File: src/rtl/mips_cpu_pkg.sv
// Types and constants shared across the MIPS pipeline stages.
package mips_cpu_pkg;

   typedef logic [31:0] reg_t;
   typedef logic [4:0]  reg_addr_t;

   typedef enum logic [2:0] {
      LD_NONE = 3'd0,
      LD_B    = 3'd1,
      LD_BU   = 3'd2,
      LD_H    = 3'd3,
      LD_HU   = 3'd4,
      LD_W    = 3'd5
   } ld_op_t;

   localparam reg_addr_t REG_NOP = 5'd0;
   localparam reg_t      ZERO    = 32'h0000_0000;

   typedef struct packed {
      logic      wreg;
      reg_addr_t wd;
      reg_t      wdata;
      ld_op_t    ld_op;
      logic [1:0] byte_off;
      reg_t      rdata;
      logic      whilo;
      reg_t      hi;
      reg_t      lo;
   } memwb_t;

   localparam memwb_t MEMWB_BUBBLE = '{
      wreg: 1'b0, wd: REG_NOP, wdata: ZERO, ld_op: LD_NONE,
      byte_off: 2'b00, rdata: ZERO, whilo: 1'b0, hi: ZERO, lo: ZERO
   };

endpackage

File: src/rtl/wb_stage_load_ext.sv
// Load-data alignment and extension for the write-back port (little-endian lanes).
module load_ext
   import mips_cpu_pkg::*;
(
   input  ld_op_t     ld_op_i,
   input  logic [1:0] byte_off_i,
   input  reg_t       rdata_i,
   input  reg_t       wdata_i,
   output reg_t       rfwd_o
);

   logic [7:0]  byte_v;
   logic [15:0] half_v;

   always_comb begin
      byte_v = 8'h00;
      case (byte_off_i)
         2'd0: byte_v = rdata_i[7:0];
         2'd1: byte_v = rdata_i[15:8];
         2'd2: byte_v = rdata_i[23:16];
         2'd3: byte_v = rdata_i[31:24];
         default: byte_v = 8'h00;
      endcase
      // Halfword misalignment traps upstream, so only bit 1 picks the half.
      half_v = byte_off_i[1] ? rdata_i[31:16] : rdata_i[15:0];
   end

   always_comb begin
      rfwd_o = wdata_i;
      case (ld_op_i)
         LD_B:    rfwd_o = {{24{byte_v[7]}}, byte_v};
         LD_BU:   rfwd_o = {24'h0, byte_v};
         LD_H:    rfwd_o = {{16{half_v[15]}}, half_v};
         LD_HU:   rfwd_o = {16'h0, half_v};
         LD_W:    rfwd_o = rdata_i;
         default: rfwd_o = wdata_i;
      endcase
   end

endmodule

File: src/rtl/wb_stage.sv
// MEM/WB pipeline register, register-file write port and architectural HI/LO.
module wb_stage
   import mips_cpu_pkg::*;
(
   input  logic       cpu_clk_50M,
   input  logic       cpu_rst,
   input  logic       stall,
   input  logic       flush,
   input  logic       mem_wreg,
   input  reg_addr_t  mem_wd,
   input  reg_t       mem_wdata,
   input  ld_op_t     mem_ld_op,
   input  logic [1:0] mem_byte_off,
   input  reg_t       mem_rdata,
   input  logic       mem_whilo,
   input  reg_t       mem_hi,
   input  reg_t       mem_lo,
   output logic       rfwe,
   output reg_addr_t  rfwa,
   output reg_t       rfwd,
   output logic       wb_whilo,
   output reg_t       wb_hi,
   output reg_t       wb_lo,
   output reg_t       hi_o,
   output reg_t       lo_o
);

   memwb_t memwb_q, memwb_d;
   reg_t   hi_q, hi_d, lo_q, lo_d;

   always_comb begin
      memwb_d = memwb_q;
      if (flush) begin
         memwb_d = MEMWB_BUBBLE;
      end else if (!stall) begin
         memwb_d.wreg     = mem_wreg;
         memwb_d.wd       = mem_wd;
         memwb_d.wdata    = mem_wdata;
         memwb_d.ld_op    = mem_ld_op;
         memwb_d.byte_off = mem_byte_off;
         memwb_d.rdata    = mem_rdata;
         memwb_d.whilo    = mem_whilo;
         memwb_d.hi       = mem_hi;
         memwb_d.lo       = mem_lo;
      end
   end

   // A held request re-commits the same values during stall, which is harmless.
   always_comb begin
      hi_d = hi_q;
      lo_d = lo_q;
      if (memwb_q.whilo) begin
         hi_d = memwb_q.hi;
         lo_d = memwb_q.lo;
      end
   end

   always_ff @(posedge cpu_clk_50M) begin
      if (cpu_rst) begin
         memwb_q <= MEMWB_BUBBLE;
         hi_q    <= ZERO;
         lo_q    <= ZERO;
      end else begin
         memwb_q <= memwb_d;
         hi_q    <= hi_d;
         lo_q    <= lo_d;
      end
   end

   load_ext u_load_ext (
      .ld_op_i    (memwb_q.ld_op),
      .byte_off_i (memwb_q.byte_off),
      .rdata_i    (memwb_q.rdata),
      .wdata_i    (memwb_q.wdata),
      .rfwd_o     (rfwd)
   );

   assign rfwe     = memwb_q.wreg && (memwb_q.wd != REG_NOP);
   assign rfwa     = memwb_q.wd;
   assign wb_whilo = memwb_q.whilo;
   assign wb_hi    = memwb_q.hi;
   assign wb_lo    = memwb_q.lo;
   assign hi_o     = hi_q;
   assign lo_o     = lo_q;

endmodule

File: config.mk
export PLATFORM = sky130hd
export DESIGN_NAME = wb_stage
export DESIGN_NICKNAME = d
export VERILOG_FILES = /design/src/rtl/mips_cpu_pkg.sv /design/src/rtl/wb_stage_load_ext.sv /design/src/rtl/wb_stage.sv
export SDC_FILE = /design/constraint.sdc
export NUM_CORES = 1
export LEC_CHECK = 0
export ABC_AREA = 1
export ABC_CLOCK_PERIOD_IN_PS = 1700
export CORE_ASPECT_RATIO = 0.5
export CORE_MARGIN = 2
export CORE_UTILIZATION = 45
export CTS_CLUSTER_SIZE = 12
export DETAILED_ROUTE_END_ITERATION = 6
export GPL_ROUTABILITY_DRIVEN = 0
export PLACE_DENSITY = 0.83
export SYNTH_ARGS = -nofsm -noshare
export SYNTH_HDL_FRONTEND = slang
export SYNTH_SLANG_ARGS = --single-unit
File: constraint.sdc
create_clock -name cpu_clk_50M -period 1.7 [get_ports cpu_clk_50M]
set_input_delay 0.17 -clock cpu_clk_50M [delete_from_list [all_inputs] [get_ports cpu_clk_50M]]
set_output_delay 0.17 -clock cpu_clk_50M [all_outputs]
set_load 0.01 [all_outputs]
[Word level (Yosys, flattened, before mapping)]
Index checks and enable logic that the tools add are counted.
Storage, ports and cells
  bits of input ports: 144
  output and inout bits: 167
  register bits after elaboration: 204
  word-level logic and storage cells: 26
Cells by class
  muxes and demuxes: 3
  reductions and logical operators: 4
  eq/ne operators: 8
Operator list (count)
  32-bit one-hot mux with 5 select lines: 1
  8-bit one-hot mux with 4 select lines: 1
  16-bit 2-to-1 mux: 1
  3-bit by 2-bit == test with 1-bit output (second input constant): 2
  3-bit == test (second input constant): 2
  5-bit nonzero test: 1
  2-bit == test (second input constant): 2
  3-bit by 1-bit == test with 1-bit output (second input constant): 1
  2-bit by 1-bit == test with 1-bit output (second input constant): 1
  2-bit logical NOT: 1
  2-bit OR reduction: 1
  1-bit logical AND: 1

[Logic depth before layout (Yosys ltp)]
  word-level depth: 3
  depth in mapped cells: 10
  mapped depth without buffers: 8

[Hierarchy]
From an unflattened synthesis, not the netlist that was laid out.
Unflattened totals
  cells, all modules: 1249
  area, all modules: 9253.9 µm²
Modules (own cells, without submodules)
  wb_stage: sequential area each 4083.9 µm², times used 1, cells each 961, area each 7943.9 µm²
  load_ext: sequential area each 0.0 µm², times used 1, cells each 288, area each 1310.0 µm²

[Least setup slack after synthesis]
Ideal clock, no wire load.
  path kind: register -> output
  start point: register memwb_q[99] in the netlist's numbering
  end point: output rfwd[3]
  setup slack: 0.350 ns
  cell stages (with the launch flop): 9
  required time: 1.530 ns
  buffers on the path: 1
  data arrival time: 1.180 ns
  cell sequence: dfxtp_1 buf_6 nor2_1 nand2_2 nand2_1 nand2_1 nand3_1 nor2_1 nor2_1
On the way
  longest elaborated chain between the ends: 2
  elaborated cells on any way between the ends: 6
  those cells by class: eq/ne (5); mux (1)
RTL lines
  start, declared: RTL line wb_stage.sv:28  | memwb_t memwb_q, memwb_d;
  start signal, assigned: RTL line wb_stage.sv:64  | memwb_q <= memwb_d;
  3-bit == test (tied with other cells): RTL line wb_stage_load_ext.sv:30  | case (ld_op_i)
  32-bit one-hot mux with 5 select lines *: RTL line wb_stage_load_ext.sv:30
  end, declared: RTL line wb_stage.sv:20  | output reg_t rfwd,
Mark *: on every way between the ends. The rest lies on a longest branch, timed or not.

[Worst setup path in the final report]
  start point: register memwb_q[98] in the netlist's numbering
  end point: output rfwd[8]
On the way
  longest elaborated chain between the ends: 3
  elaborated cells on any way between the ends: 7
  those cells by class: eq/ne (3); mux (3); reduce/logical (1)
RTL lines
  2-bit == test (tied with other cells): RTL line wb_stage_load_ext.sv:17  | case (byte_off_i)
  8-bit one-hot mux with 4 select lines: RTL line wb_stage_load_ext.sv:17
  32-bit one-hot mux with 5 select lines *: RTL line wb_stage_load_ext.sv:30
Marked as above.

==> impl_metrics.yaml <==
clock_network:
  cts_sinks: 204
  cts-htree-levels: 1
  ctsLongestPathBuffers: 3
  cts_made_buffers: 21
  clock_latency_ps: 490
  cts_tree: "done"
  clkTransAtPathRegs_ps: 60
  cts_root_buf: "clkbuf_16"
  postCtsHoldBufs: 0
cells_and_area:
  fill_cells: 1576
  drive_above_1_share_pct: 15.4
  syn_to_final_growth_pct: 47.1
  diodes: 0
  design_area_um2: 12900
  final_nets: 1615
  fin_cells: 1744
pwr:
  combPwrFrac_pct: 13.9
  p_int_mw: 8.04
  powerDensity_nw_per_um2: 828
  p_switching_mw: 2.67
  sw_frac_of_total_pct: 24.9
  leakage_nw: 5.03
  p_seq_share_pct: 46.7
  clockPowerShare_pct: 39.5
  ir_drop_uv: 622
die:
  ios: 311
  die_h_um: 103
  dieArea_um2: 20700
  rows: 36
  initial_core_util_pct: 45.6
  core_um2: 19300
  dieWidth_um: 202
sta:
  rsz0062_at_grt: "yes"
  fin_crit_sh_pct: 118
  worst_slew_pin_slew_ps: 732
  finalSetupViolCount: 32
  fin_crit_ps: 2010
  hold_viol_final: 0
  relSlewSlack_pct: 51.2
  finClkSkew_ps: 8.11
  setup_ws_ps: -312
  fmax_mhz: 497
  maxSlewViolCount: 0
logic_synthesis:
  synth.largest_area_cell: "dfxtp_1"
  ys_warn_count: 0
  synth.distinct_cells: 24
  synth_cells: 1216
  synth_nets: 1360
  netlist.area_leader.share_pct: 46.5
  synth_ff_type: "dfxtp_1"
  yosysSeqAreaShare_pct: 46.5
  avgSynthCellArea_um2: 7.23
  yosys-top-cells-area: "dfxtp_1 (46%), nand2_1 (20%), a21oi_1 (11%)"
  synth_area_um2: 8790
  synth_edf_count: 0
  synth-seq-cells: 204
  yosysMostFrequentCell: "nand2_1"
  async_reset_ff_share_pct: 0
  synthTopCellsByCount: "nand2_1 (468), dfxtp_1 (204), a21oi_1 (189)"
global_route:
  grt_pass1_wl_um: 45100
  use_met3_pct: 5.63
  antenna_found_initial: 0
  grt_pass1_vias: 8795
  gr-usage-met2_pct: 49.3
  grt-ovfl-total: 0
  gr-max-usage-layer: "met2"
  grt_max_degree: 102
  track_usage_pct: 27.0
  grtUsageMet1_pct: 30.9
worst_setup_path:
  cp-start-kind: "flop"
  crit_type: "reg -> out"
  cp.required_ps: 1530
  worstSetupEndpointType: "output port"
  worstPathMaxFanout: 6
  cp_data_arrival_time_ps: 1840
route:
  drt.antenna.violating_nets: 0
  drt-vias-per-instance: 5.24
  dr.pass1.iters: 6
  drc: 0
  vias: 9133
  drt-initial-drc-count: 708
  totalWireLength_um: 29600
  wl_per_cell_um: 17.0
hold_path:
  hold_class: "in -> reg"
placement:
  dp_cells: 1688
  port_buffers: 310
  placed_area_um2: 11700
  hpwlAfterDp_um: 19400
run_status:
  failed_checks: "negative setup slack"
  status: "finished with violations"
run:
  drv_cap: 0
-- final timing paths --
check | from | end | slack [ps] | cells past startpoint
worst min-delay path | mem_rdata[26] | memwb_q[91]$_SDFFE_PP0N_ | 230 | 3
worst max register to register | wb_whilo$_SDFFE_PP0N_ | lo_o[5]$_SDFFE_PP0P_ | 580 | 3
worst max-delay path | memwb_q[98]$_SDFFE_PP0N_ | rfwd[8] | -310 | 7
worst min register to register | lo_o[18]$_SDFFE_PP0P_ | lo_o[18]$_SDFFE_PP0P_ | 460 | 2
-- sequential cells by signal (all words and copies together) (netlist names) --
register,cells
rfwa,5
hi_o,32
wb_hi,32
lo_o,32
wb_lo,32
wb_whilo,1
memwb_q,70
-- power groups by stage --
stage	Sequential [mW]	Clock, mW	Combinational [mW]
final	5.00	4.23	1.48
after floorplan	5.08	0	0.681
after detailed placement	5.10	0	1.39
after CTS	4.99	4.31	1.43
after global routing	5.01	4.51	1.59
after global placement	5.09	0	1.37
-- metrics by stage --
stage	setup WS [ps]	hold WS (ps)	power [mW]	util [%]	TNS (ps)
after CTS	-313	213	10.7	66.2	-8430
final	-312	233	10.7	67.1	-8710
after floorplan	350	312	5.76	-	0
after global placement	-390	447	6.46	60.8	-7720
after detailed placement	-404	451	6.48	60.8	-9880
after global routing	-404	229	11.1	67.1	-10890
-- layout make-up --
| type | count | area, µm² | area share, % |
|---|---|---|---|
| Sequential cell | 204 | 4100 | 31.7 |
| Multi-Input combinational cell | 828 | 4080 | 31.5 |
| Timing Repair Buffer | 379 | 3650 | 28.2 |
| Clock buffer | 29 | 596 | 4.61 |
| Tap cell | 266 | 333 | 2.57 |
| Inverter | 37 | 165 | 1.28 |
| Clock inverter | 1 | 8.76 | 0.0677 |
-- cell families after synthesis --
| logic type | after synthesis | synth area share, % |
|---|---|---|
| AOI/OAI and AO/OA | 247 | 15.1 |
| buffers and inverters | 188 | 12.3 |
| DFF | 204 | 46.5 |
| and+or+nand+nor | 577 | 26.2 |
-- critical path, stage by stage (launching register included) --
cell      delay, ps
dfxtp_4         370
buf_4           150
nor2_4          170
nand2_4         140
nand3b_4        170
buf_6           140
nand3_4          70
buf_6           140
-- repair_timing --
item                                    CTS  global route
gates cloned                              4             0
endpoints found under the setup margin   33            33
endpoints found under the hold margin     0             0
gates resized for setup                 247            37
pin swaps                                27            23
setup buffers                            18             5
-- cells in the final DEF (no fill, tap or decap), types with 7 or more instances in the layout --
cell             instances
nand2_1                445
clkdlybuf4s50_1        275
dfxtp_1                198
a21oi_1                178
nor2_1                  58
buf_4                   43
a211oi_1                31
buf_2                   30
inv_1                   27
clkbuf_16               21
buf_6                   21
nand2_2                 18
nand3b_1                16
nand2_4                 10
o21ai_2                 10
a21oi_2                  9
buf_12                   8
nand3_1                  7
o21ai_0                  7
-- per-layer routing --
layer / share of wire [%] / vias up
met2: 50 / 401
met1: 38 / 4291
li1: - / 4339
met3: 6.6 / 102
met4: 4.6 / 0
met5: 0 / -
(Power assumes the default switching activity.)
